[src/rtl/credit_sender_if.sv]
//------------------------------------------------------------------------------
// credit_sender_if
//
// Bundles the two streams handled by the credit sender:
//   - push side : ready/valid stream from the upstream producer
//   - pop side  : registered valid/data stream toward the credit receiver,
//                 plus the credit return and the two reset-handshake flags
//
// Modports:
//   master : the credit sender's view (drives push_ready and the pop stream)
//   slave  : the partners' view (upstream producer and credit receiver)
//
// Signals:
//   push_ready            sender -> upstream   beat may transfer this cycle
//   push_valid            upstream -> sender   beat offered
//   push_data             upstream -> sender   payload [Width]
//   pop_sender_in_reset   sender -> receiver   sender in INIT, hold credits
//   pop_receiver_in_reset receiver -> sender   receiver in reset
//   pop_credit            receiver -> sender   one credit returned this cycle
//   pop_valid             sender -> receiver   registered beat
//   pop_data              sender -> receiver   registered payload [Width]
//------------------------------------------------------------------------------
interface credit_sender_if #(
   parameter int Width = 8
);

   logic             push_ready;
   logic             push_valid;
   logic [Width-1:0] push_data;

   logic             pop_sender_in_reset;
   logic             pop_receiver_in_reset;
   logic             pop_credit;
   logic             pop_valid;
   logic [Width-1:0] pop_data;

   modport master (
      output push_ready,
      input  push_valid,
      input  push_data,
      output pop_sender_in_reset,
      input  pop_receiver_in_reset,
      input  pop_credit,
      output pop_valid,
      output pop_data
   );

   modport slave (
      input  push_ready,
      output push_valid,
      output push_data,
      input  pop_sender_in_reset,
      output pop_receiver_in_reset,
      output pop_credit,
      input  pop_valid,
      input  pop_data
   );

endinterface : credit_sender_if

[src/rtl/credit_sender.sv]
//------------------------------------------------------------------------------
// credit_sender
//
// Upstream half of a credit-based link. Accepts a ready/valid push stream,
// spends one credit per transferred beat and forwards the beat on a
// registered pop stream. Credits returned by the receiver refill the counter.
// A two-state handshake (INIT / ACTIVE) reloads the credit counter whenever
// either side is in reset so both ends agree on the credit state.
//
// Parameters:
//   Width      payload width
//   MaxCredit  largest credit count the counter can hold (must be >= 1)
//   CountWidth derived counter width, not overridable
//
// Ports:
//   clk               clock, all state on the rising edge
//   rst_n             asynchronous active-low reset
//   bus               credit_sender_if.master (push and pop streams)
//   credit_initial    credits loaded while in INIT, clamped to MaxCredit
//   credit_withhold   credits held back from use, may change any cycle
//   credit_count      registered credit counter
//   credit_available  spendable credits (combinational)
//------------------------------------------------------------------------------
module credit_sender #(
   parameter  int Width      = 8,
   parameter  int MaxCredit  = 4,
   localparam int CountWidth = $clog2(MaxCredit + 1)
) (
   input  logic                  clk,
   input  logic                  rst_n,
   credit_sender_if.master       bus,
   input  logic [CountWidth-1:0] credit_initial,
   input  logic [CountWidth-1:0] credit_withhold,
   output logic [CountWidth-1:0] credit_count,
   output logic [CountWidth-1:0] credit_available
);

   localparam logic [CountWidth-1:0] MaxCount     = CountWidth'(MaxCredit);
   localparam logic [CountWidth:0]   MaxCountWide = (CountWidth + 1)'(MaxCredit);

   typedef enum logic {
      ST_INIT   = 1'b0,
      ST_ACTIVE = 1'b1
   } state_e;

   state_e                r_state;
   state_e                w_state_next;

   logic [CountWidth-1:0] r_count;
   logic [CountWidth-1:0] w_count_next;
   logic [CountWidth-1:0] w_init_clamped;
   logic [CountWidth-1:0] w_available;
   logic [CountWidth:0]   w_count_sum;
   logic [CountWidth-1:0] w_count_sat;

   logic                  w_push_ready;
   logic                  w_beat;
   logic                  r_pop_valid;
   logic                  w_pop_valid_next;
   logic [Width-1:0]      r_pop_data;

   //---------------------------------------------------------------------------
   // Credit arithmetic
   //---------------------------------------------------------------------------

   // Reload value used whenever the link (re)enters or sits in INIT.
   assign w_init_clamped = (credit_initial > MaxCount) ? MaxCount : credit_initial;

   // Withheld credits are never spendable; the difference cannot go negative.
   assign w_available = (r_count > credit_withhold) ? (r_count - credit_withhold)
                                                    : '0;

   // Ready is blocked in the same cycle the receiver signals reset, so a beat
   // offered on the INIT transition edge is never accepted and then lost.
   assign w_push_ready = (r_state == ST_ACTIVE)
                       & ~bus.pop_receiver_in_reset
                       & (w_available != '0);

   assign w_beat = bus.push_valid & w_push_ready;

   // One extra bit so an illegal extra credit at MaxCredit is caught by the
   // saturation compare instead of wrapping to zero. A beat implies
   // r_count >= 1, so the subtraction never underflows.
   assign w_count_sum = {1'b0, r_count}
                      + (CountWidth + 1)'(bus.pop_credit)
                      - (CountWidth + 1)'(w_beat);

   assign w_count_sat = (w_count_sum > MaxCountWide) ? MaxCount
                                                     : w_count_sum[CountWidth-1:0];

   //---------------------------------------------------------------------------
   // Handshake FSM: next state, next counter and next pop_valid
   //---------------------------------------------------------------------------
   always_comb begin
      // NOTE: every variable gets a default before the case so no path leaves
      // it unassigned; an unassigned path would infer a latch.
      w_state_next     = r_state;
      w_count_next     = r_count;
      w_pop_valid_next = 1'b0;

      unique case (r_state)
         ST_INIT: begin
            // Credit returns are ignored here; the counter simply tracks the
            // configured initial value until the receiver leaves reset.
            w_count_next = w_init_clamped;
            if (!bus.pop_receiver_in_reset) begin
               w_state_next = ST_ACTIVE;
            end
         end

         ST_ACTIVE: begin
            if (bus.pop_receiver_in_reset) begin
               // Receiver reset: drop any credit/beat from this cycle and
               // reload, so both sides restart from the same credit count.
               w_state_next = ST_INIT;
               w_count_next = w_init_clamped;
            end else begin
               w_count_next     = w_count_sat;
               w_pop_valid_next = w_beat;
            end
         end

         default: begin
            w_state_next = ST_INIT;
            w_count_next = w_init_clamped;
         end
      endcase
   end

   //---------------------------------------------------------------------------
   // State registers
   //---------------------------------------------------------------------------
   always_ff @(posedge clk or negedge rst_n) begin
      if (!rst_n) begin
         r_state     <= ST_INIT;
         r_count     <= '0;
         r_pop_valid <= 1'b0;
      end else begin
         // NOTE: sequential state uses non-blocking assignments so every
         // register samples the values from before this edge.
         r_state     <= w_state_next;
         r_count     <= w_count_next;
         r_pop_valid <= w_pop_valid_next;
      end
   end

   // Payload register only loads on a transferred beat and holds otherwise.
   always_ff @(posedge clk or negedge rst_n) begin
      if (!rst_n) begin
         // NOTE: the payload register is reset as well so pop_data is a known
         // zero out of reset, not left as an unreset datapath register.
         r_pop_data <= '0;
      end else if (w_beat) begin
         r_pop_data <= bus.push_data;
      end
   end

   //---------------------------------------------------------------------------
   // Outputs
   //---------------------------------------------------------------------------
   assign bus.push_ready          = w_push_ready;
   assign bus.pop_sender_in_reset = (r_state == ST_INIT);
   assign bus.pop_valid           = r_pop_valid;
   assign bus.pop_data            = r_pop_data;

   assign credit_count     = r_count;
   assign credit_available = w_available;

endmodule : credit_sender

[src/flat_wrapper.sv]
// flat-port wrapper written by rule: the top's interface ports become plain ports
module credit_sender_flat 
#(
   parameter  int Width      = 8,
   parameter  int MaxCredit  = 4,
   localparam int CountWidth = $clog2(MaxCredit + 1)
)
  (clk, rst_n, credit_initial, credit_withhold, credit_count, credit_available, bus_push_ready, bus_push_valid, bus_push_data, bus_pop_sender_in_reset, bus_pop_receiver_in_reset, bus_pop_credit, bus_pop_valid, bus_pop_data);
  credit_sender_if #(.Width(Width)) bus_i ();
  input  logic clk;
  input  logic rst_n;
  input  logic [CountWidth-1:0] credit_initial;
  input  logic [CountWidth-1:0] credit_withhold;
  output logic [CountWidth-1:0] credit_count;
  output logic [CountWidth-1:0] credit_available;
  output wire logic [$bits(bus_i.push_ready)-1:0] bus_push_ready;
  input wire logic [$bits(bus_i.push_valid)-1:0] bus_push_valid;
  input wire logic [$bits(bus_i.push_data)-1:0] bus_push_data;
  output wire logic [$bits(bus_i.pop_sender_in_reset)-1:0] bus_pop_sender_in_reset;
  input wire logic [$bits(bus_i.pop_receiver_in_reset)-1:0] bus_pop_receiver_in_reset;
  input wire logic [$bits(bus_i.pop_credit)-1:0] bus_pop_credit;
  output wire logic [$bits(bus_i.pop_valid)-1:0] bus_pop_valid;
  output wire logic [$bits(bus_i.pop_data)-1:0] bus_pop_data;
  assign bus_push_ready = bus_i.push_ready;
  assign bus_i.push_valid = bus_push_valid;
  assign bus_i.push_data = bus_push_data;
  assign bus_pop_sender_in_reset = bus_i.pop_sender_in_reset;
  assign bus_i.pop_receiver_in_reset = bus_pop_receiver_in_reset;
  assign bus_i.pop_credit = bus_pop_credit;
  assign bus_pop_valid = bus_i.pop_valid;
  assign bus_pop_data = bus_i.pop_data;
  credit_sender #(.Width(Width), .MaxCredit(MaxCredit)) u_core (.clk(clk), .rst_n(rst_n), .bus(bus_i), .credit_initial(credit_initial), .credit_withhold(credit_withhold), .credit_count(credit_count), .credit_available(credit_available));
endmodule
[config.mk]
export PLATFORM = sky130hd
export DESIGN_NAME = credit_sender_flat
export DESIGN_NICKNAME = d
export VERILOG_FILES = /design/src/rtl/credit_sender_if.sv /design/src/rtl/credit_sender.sv /design/src/flat_wrapper.sv
export SDC_FILE = /design/constraint.sdc
export NUM_CORES = 1
export LEC_CHECK = 0
export CORE_UTILIZATION = 25
export DETAILED_ROUTE_END_ITERATION = 12
export PLACE_DENSITY_LB_ADDON = 0.25
export SLEW_MARGIN = 20
export SYNTH_ARGS = -nofsm -noshare
export SYNTH_HDL_FRONTEND = slang
export SYNTH_SLANG_ARGS = --single-unit
[constraint.sdc]
create_clock -name clk -period 2.8 [get_ports clk]
set_input_delay 0.28 -clock clk [delete_from_list [all_inputs] [get_ports clk]]
set_output_delay 0.28 -clock clk [all_outputs]
set_load 0.05 [all_outputs]
Word-level counts from Yosys, hierarchy flattened

Cells that the tools add are included.

Magnitude comparators: 3
Add/sub/neg operators: 3
Bitwise operators: 5
Multiplexer cells: 8
Reductions and logical operators: 1

Operators with widths:

| kind               | count |
|---|---|
| $mux 3             | 4 |
| $pmux 3 s2         | 1 |
| $add 3x1->4        | 1 |
| $gt 4x3->1 const B | 1 |
| $sub 4x1->4        | 1 |
| $and 1x1->1        | 3 |
| $gt 3x3->1         | 1 |
| $gt 3x3->1 const B | 1 |
| $mux 1             | 3 |
| $reduce_bool 3->1  | 1 |
| $sub 3x3->3        | 1 |
| $not 1->1          | 2 |

Bits of input ports: 19
Output and inout port bits: 17
Logic and storage cells: 24
Flip-flop bits (word level): 13

Logic depth before layout (Yosys ltp)

Word-level depth: 10
Gate-level depth with buffers: 15
Gate-level depth less buffers: 14

Worst setup path after synthesis

Ideal clock, no wire load.

Path kind: register to output
Start: register u_core.r_count[0], in the netlist u_core.credit_count[0]
End: output port bus_push_ready
Cell stages (with the launch flop): 9
Required time: 2.520 ns
Slack: -1.615 ns
Path buffers: 0
Arrival time: 4.135 ns
Cells stage by stage: dfrtp_1 inv_1 ha_1 inv_1 fa_1 xor2_1 nor2_1 a21o_1 a2111oi_0

Longest elaborated chain between the ends: 4
Elaborated cells between the ends (all ways): 5
Those cells by class: 1 x add/sub; 1 x order compare; 1 x mux; 1 x bitwise; 1 x reduce/logical

RTL lines:

| item                                      | RTL line             | text |
|---|---|---|
| start, declared                           | credit_sender.sv:49  | `logic [CountWidth-1:0] r_count;` |
| start signal, assigned                    | credit_sender.sv:142 | `r_count <= w_count_next;` |
| $sub 3x3->3 or $gt 3x3->1 (tied branches) | credit_sender.sv:70  | `assign w_available = (r_count > credit_withhold) ? (r_count - credit_withhold)` |
| $mux 3 (*)                                | credit_sender.sv:70  |  |
| $reduce_bool 3->1 (*)                     | credit_sender.sv:77  | `& (w_available != '0);` |
| $and 1x1->1 (*)                           | credit_sender.sv:77  |  |
| end, declared                             | flat_wrapper.sv:16   | `output wire logic [$bits(bus_i.push_ready)-1:0] bus_push_ready;` |

Every way passes the cells marked *; elsewhere a longest branch is shown, timed or not.

Final worst setup path

Start: register u_core.r_count[0], in the netlist u_core.credit_count[0]
End: register u_core.r_count[0], in the netlist u_core.credit_count[0]

Longest elaborated chain between the ends: 10
Elaborated cells between the ends (all ways): 12
Those cells by class: 3 x add/sub; 2 x order compare; 4 x mux; 2 x bitwise; 1 x reduce/logical

RTL lines:

| item                                      | RTL line             | text |
|---|---|---|
| $sub 3x3->3 or $gt 3x3->1 (tied branches) | credit_sender.sv:70  |  |
| $mux 3                                    | credit_sender.sv:70  |  |
| $reduce_bool 3->1                         | credit_sender.sv:77  |  |
| $and 1x1->1                               | credit_sender.sv:77  |  |
| $and 1x1->1                               | credit_sender.sv:79  | `assign w_beat = bus.push_valid & w_push_ready;` |
| $sub 4x1->4 (*)                           | credit_sender.sv:86  | `- (CountWidth + 1)'(w_beat);` |
| $gt 4x3->1                                | credit_sender.sv:88  | `assign w_count_sat = (w_count_sum > MaxCountWide) ? MaxCount` |
| $mux 3 (*)                                | credit_sender.sv:88  |  |
| $mux 3 (*)                                | credit_sender.sv:112 | `if (bus.pop_receiver_in_reset) begin` |
| $pmux 3 s2 (*)                            | credit_sender.sv:101 | `unique case (r_state)` |
| via u_core.w_count_next[0]                | credit_sender.sv:50  | `logic [CountWidth-1:0] w_count_next;` |

Mark *: on every way through the listed nets, which the timed path passes. The rest lies on a longest branch.
A chain may end at the register's enable or synchronous reset.

==> impl_metrics.json <==
{
  "clk_pin_slew_ps": 80,
  "root_buffer": "clkbuf_4",
  "drv_cap": 0,
  "vias_per_cell": 4.63,
  "n_antenna_cell": 0,
  "tightest_slew_ps": 579,
  "crit_required_ps": 2950,
  "syn_inst": 69,
  "clk_latency_ps": 260,
  "grt_pass1_wl_um": 3080,
  "clkPwrFrac_pct": 10.7,
  "clkSinkCount": 13,
  "reg2reg_setup_slack_ps": -110,
  "vias": 681,
  "grt_max_degree": 14,
  "dr.pass1.iters": 7,
  "num_rows": 19,
  "placed_area_mm2": 0.00128,
  "hold_path_class": "input port to asynchronous set/reset pin",
  "coreArea_mm2": 0.00285,
  "yosysWarnings": 0,
  "combPwrFrac_pct": 62.3,
  "antenna_found_initial": 0,
  "grt_usage_pct": 12.1,
  "final-setup-viol-count": 3,
  "power.density_mw_per_mm2": 762,
  "synth_area_um2": 783,
  "start_util_pct": 27.5,
  "synthTopCellsByArea": "dfrtp_1, mux2_4, ha_1",
  "ios": 36,
  "hold_viol_final": 0,
  "syn_avg_cell_area_um2": 11.4,
  "die_y_um": 58.0,
  "grt.overflow.total": 0,
  "maxSlewViolCount": 0,
  "routedWlPerCell_um": 13.2,
  "syn_nets": 96,
  "finalCritPeriodShare_pct": 104,
  "worstRegToRegCells": 13,
  "total_power_uw": 1030,
  "clock.fmax_ghz": 0.343,
  "crit_fanout": 3,
  "hpwl_um": 1550,
  "setup_ws_ps": -113,
  "ys_ff_latch": 13,
  "cts_tree": "yes",
  "start_kind": "flip-flop",
  "cts_buffers": 3,
  "fp.dieArea_mm2": 0.00336,
  "switching_share_pct": 44.2,
  "fin_util_pct": 47.6,
  "place_congestion": 0.872,
  "r2r-end": "u_core.credit_count[0]",
  "synth.yosys.seq_area_share_pct": 41.5,
  "syn_to_final_growth_pct": 73.3,
  "fin_crit_ps": 2910,
  "cp.arrival_ps": 3070,
  "stdcell_area_mm2": 0.00136,
  "violations": "design-rule violations, negative setup slack",
  "p_leak_uw": 0.000653,
  "fillers": 269,
  "irDropWorstVdd_uv": 474,
  "first_iter_violations": 6,
  "power.switching_uw": 458,
  "cts_max_path_buffers": 2,
  "grt_pass1_vias": 746,
  "synth_top_area_cell": "dfrtp_1",
  "fp.dieW_um": 58.0,
  "seqPwrFrac_pct": 27.1,
  "wirelength_um": 1940,
  "route.detailed.drc": 1,
  "drive_gt1_share_pct": 35.3,
  "setup_tns_ps": -262,
  "crit_type": "flip-flop to flip-flop",
  "io_buffers": 35,
  "antenna_left": 0,
  "power.internal_uw": 577,
  "slew_headroom_pct": 61.3,
  "htreeDepth": 1,
  "reg2reg_from": "u_core.credit_count[0]",
  "synth_top_area_share_pct": 41.5,
  "rsz0062_at_grt": "yes",
  "fin_skew_ps": 2.54,
  "fin_nets": 144,
  "yosysUniqueCellTypes": 22,
  "status": "finished, violations left",
  "ctsHoldBuffers": 0,
  "endpoint_kind": "flip-flop"
}
[metal layers]
layer	vias to the layer above	track usage, %	part of all wire [%]
met4	0	4.08	0.77
met5	-	0	0
li1	324	-	-
met2	25	22.8	53
met3	2	2.90	5.6
met1	330	13.2	41
[cells by family after synthesis]
group | Yosys count | share of synthesized area, %
AND/OR/NAND/NOR | 13 | 8.15
AO/OA/AOI/OAI | 10 | 9.58
adder cells (fa/ha/maj) | 8 | 14.7
flip-flops | 13 | 41.5
buffers and inverters | 13 | 7.19
XOR/XNOR | 4 | 4.47
multiplexers | 8 | 14.4
[placed cells by master (no fill, tap or decap), types with 2 or more instances in the layout]
master,netlist,routed
fa_2,0,2
clkdlybuf4s50_1,0,30
buf_12,0,3
clkbuf_4,0,3
nor2_1,6,5
nor2b_1,2,2
ha_1,6,4
dfrtp_1,13,12
mux2_4,6,6
buf_4,0,10
a21o_1,3,3
mux2_2,2,2
xnor2_2,0,3
inv_1,12,9
inv_2,0,3
[worst max-delay path by stage]
| stage | start | depth (start not counted) | end | slack, ps |
|---|---|---|---|---|
| after CTS | u_core.credit_count[0] | 13 | u_core.credit_count[0] | -200 |
| after global placement | credit_withhold[0] | 14 | u_core.credit_count[1] | -440 |
| final | u_core.credit_count[0] | 13 | u_core.credit_count[0] | -110 |
| after global routing | u_core.credit_count[0] | 13 | u_core.credit_count[0] | -220 |
| after floorplan | u_core.credit_count[0] | 14 | u_core.credit_count[0] | -270 |
| after detailed placement | credit_withhold[0] | 14 | u_core.credit_count[1] | -500 |
[timing repair]
action	4_1_cts	5_1_grt
pin swaps	4	5
buffers inserted	2	1
resized for setup	2	4
setup endpoints to repair	3	3
hold endpoints to repair	0	0
[state kept, by name, indices dropped and copies added (netlist names)]
| signal | cells |
|---|---|
| u_core.bus.pop_data | 8 |
| u_core.bus.pop_valid | 1 |
| u_core.credit_count | 3 |
| u_core.r_state | 1 |
[critical path, stage by stage, from the launching register on]
cell	delay, ps
dfrtp_2	410
inv_2	70
ha_4	130
inv_2	40
fa_2	540
nor2_2	50
a211o_1	310
xnor2_2	150
ha_2	200
inv_2	40
fa_2	340
xnor2_2	190
nor3_4	70
a32o_2	270
[power groups by stage]
stage / Clock [uW] / Sequential [uW] / Combinational [uW]
floorplan: 0 / 486 / 198
global placement: 0 / 282 / 620
detailed placement: 0 / 282 / 630
CTS: 118 / 283 / 636
global route: 128 / 288 / 673
finish: 111 / 280 / 644
[layout make-up]
cell class / count / area [um2] / share of cell area (%)
tap: 31 / 38.8 / 2.86
timing repair buffer: 44 / 444 / 32.7
sequential: 13 / 327 / 24.1
clock buffer: 4 / 26.3 / 1.94
inverter: 12 / 45.0 / 3.32
multi-input combinational: 43 / 477 / 35.1
[through the flow]
stage	std cells	worst slack, ps	hold slack [ps]
after CTS	146	-199	397
after global routing	147	-216	417
after global placement	140	-443	499
after detailed placement	140	-497	496
after floorplan	69	-270	-15.6
final	147	-113	381
[Yosys cell counts (all sizes together)]
| cell type | count |
|---|---|
| ha | 6 |
| a2111oi | 1 |
| nand2b | 1 |
| and3b | 1 |
| xor2 | 1 |
| xnor2 | 3 |
| nor3 | 1 |
| dfrtp | 13 |
| o21ai | 1 |
| nand2 | 1 |
| inv | 12 |
| a32o | 2 |
| a21oi | 2 |
| nor2 | 6 |
| buf | 1 |
| mux2 | 8 |
| nor2b | 2 |
| nand3 | 1 |
| fa | 2 |
| a21o | 3 |
| a211o | 1 |
No activity file was read; power rests on OpenSTA's default activity.
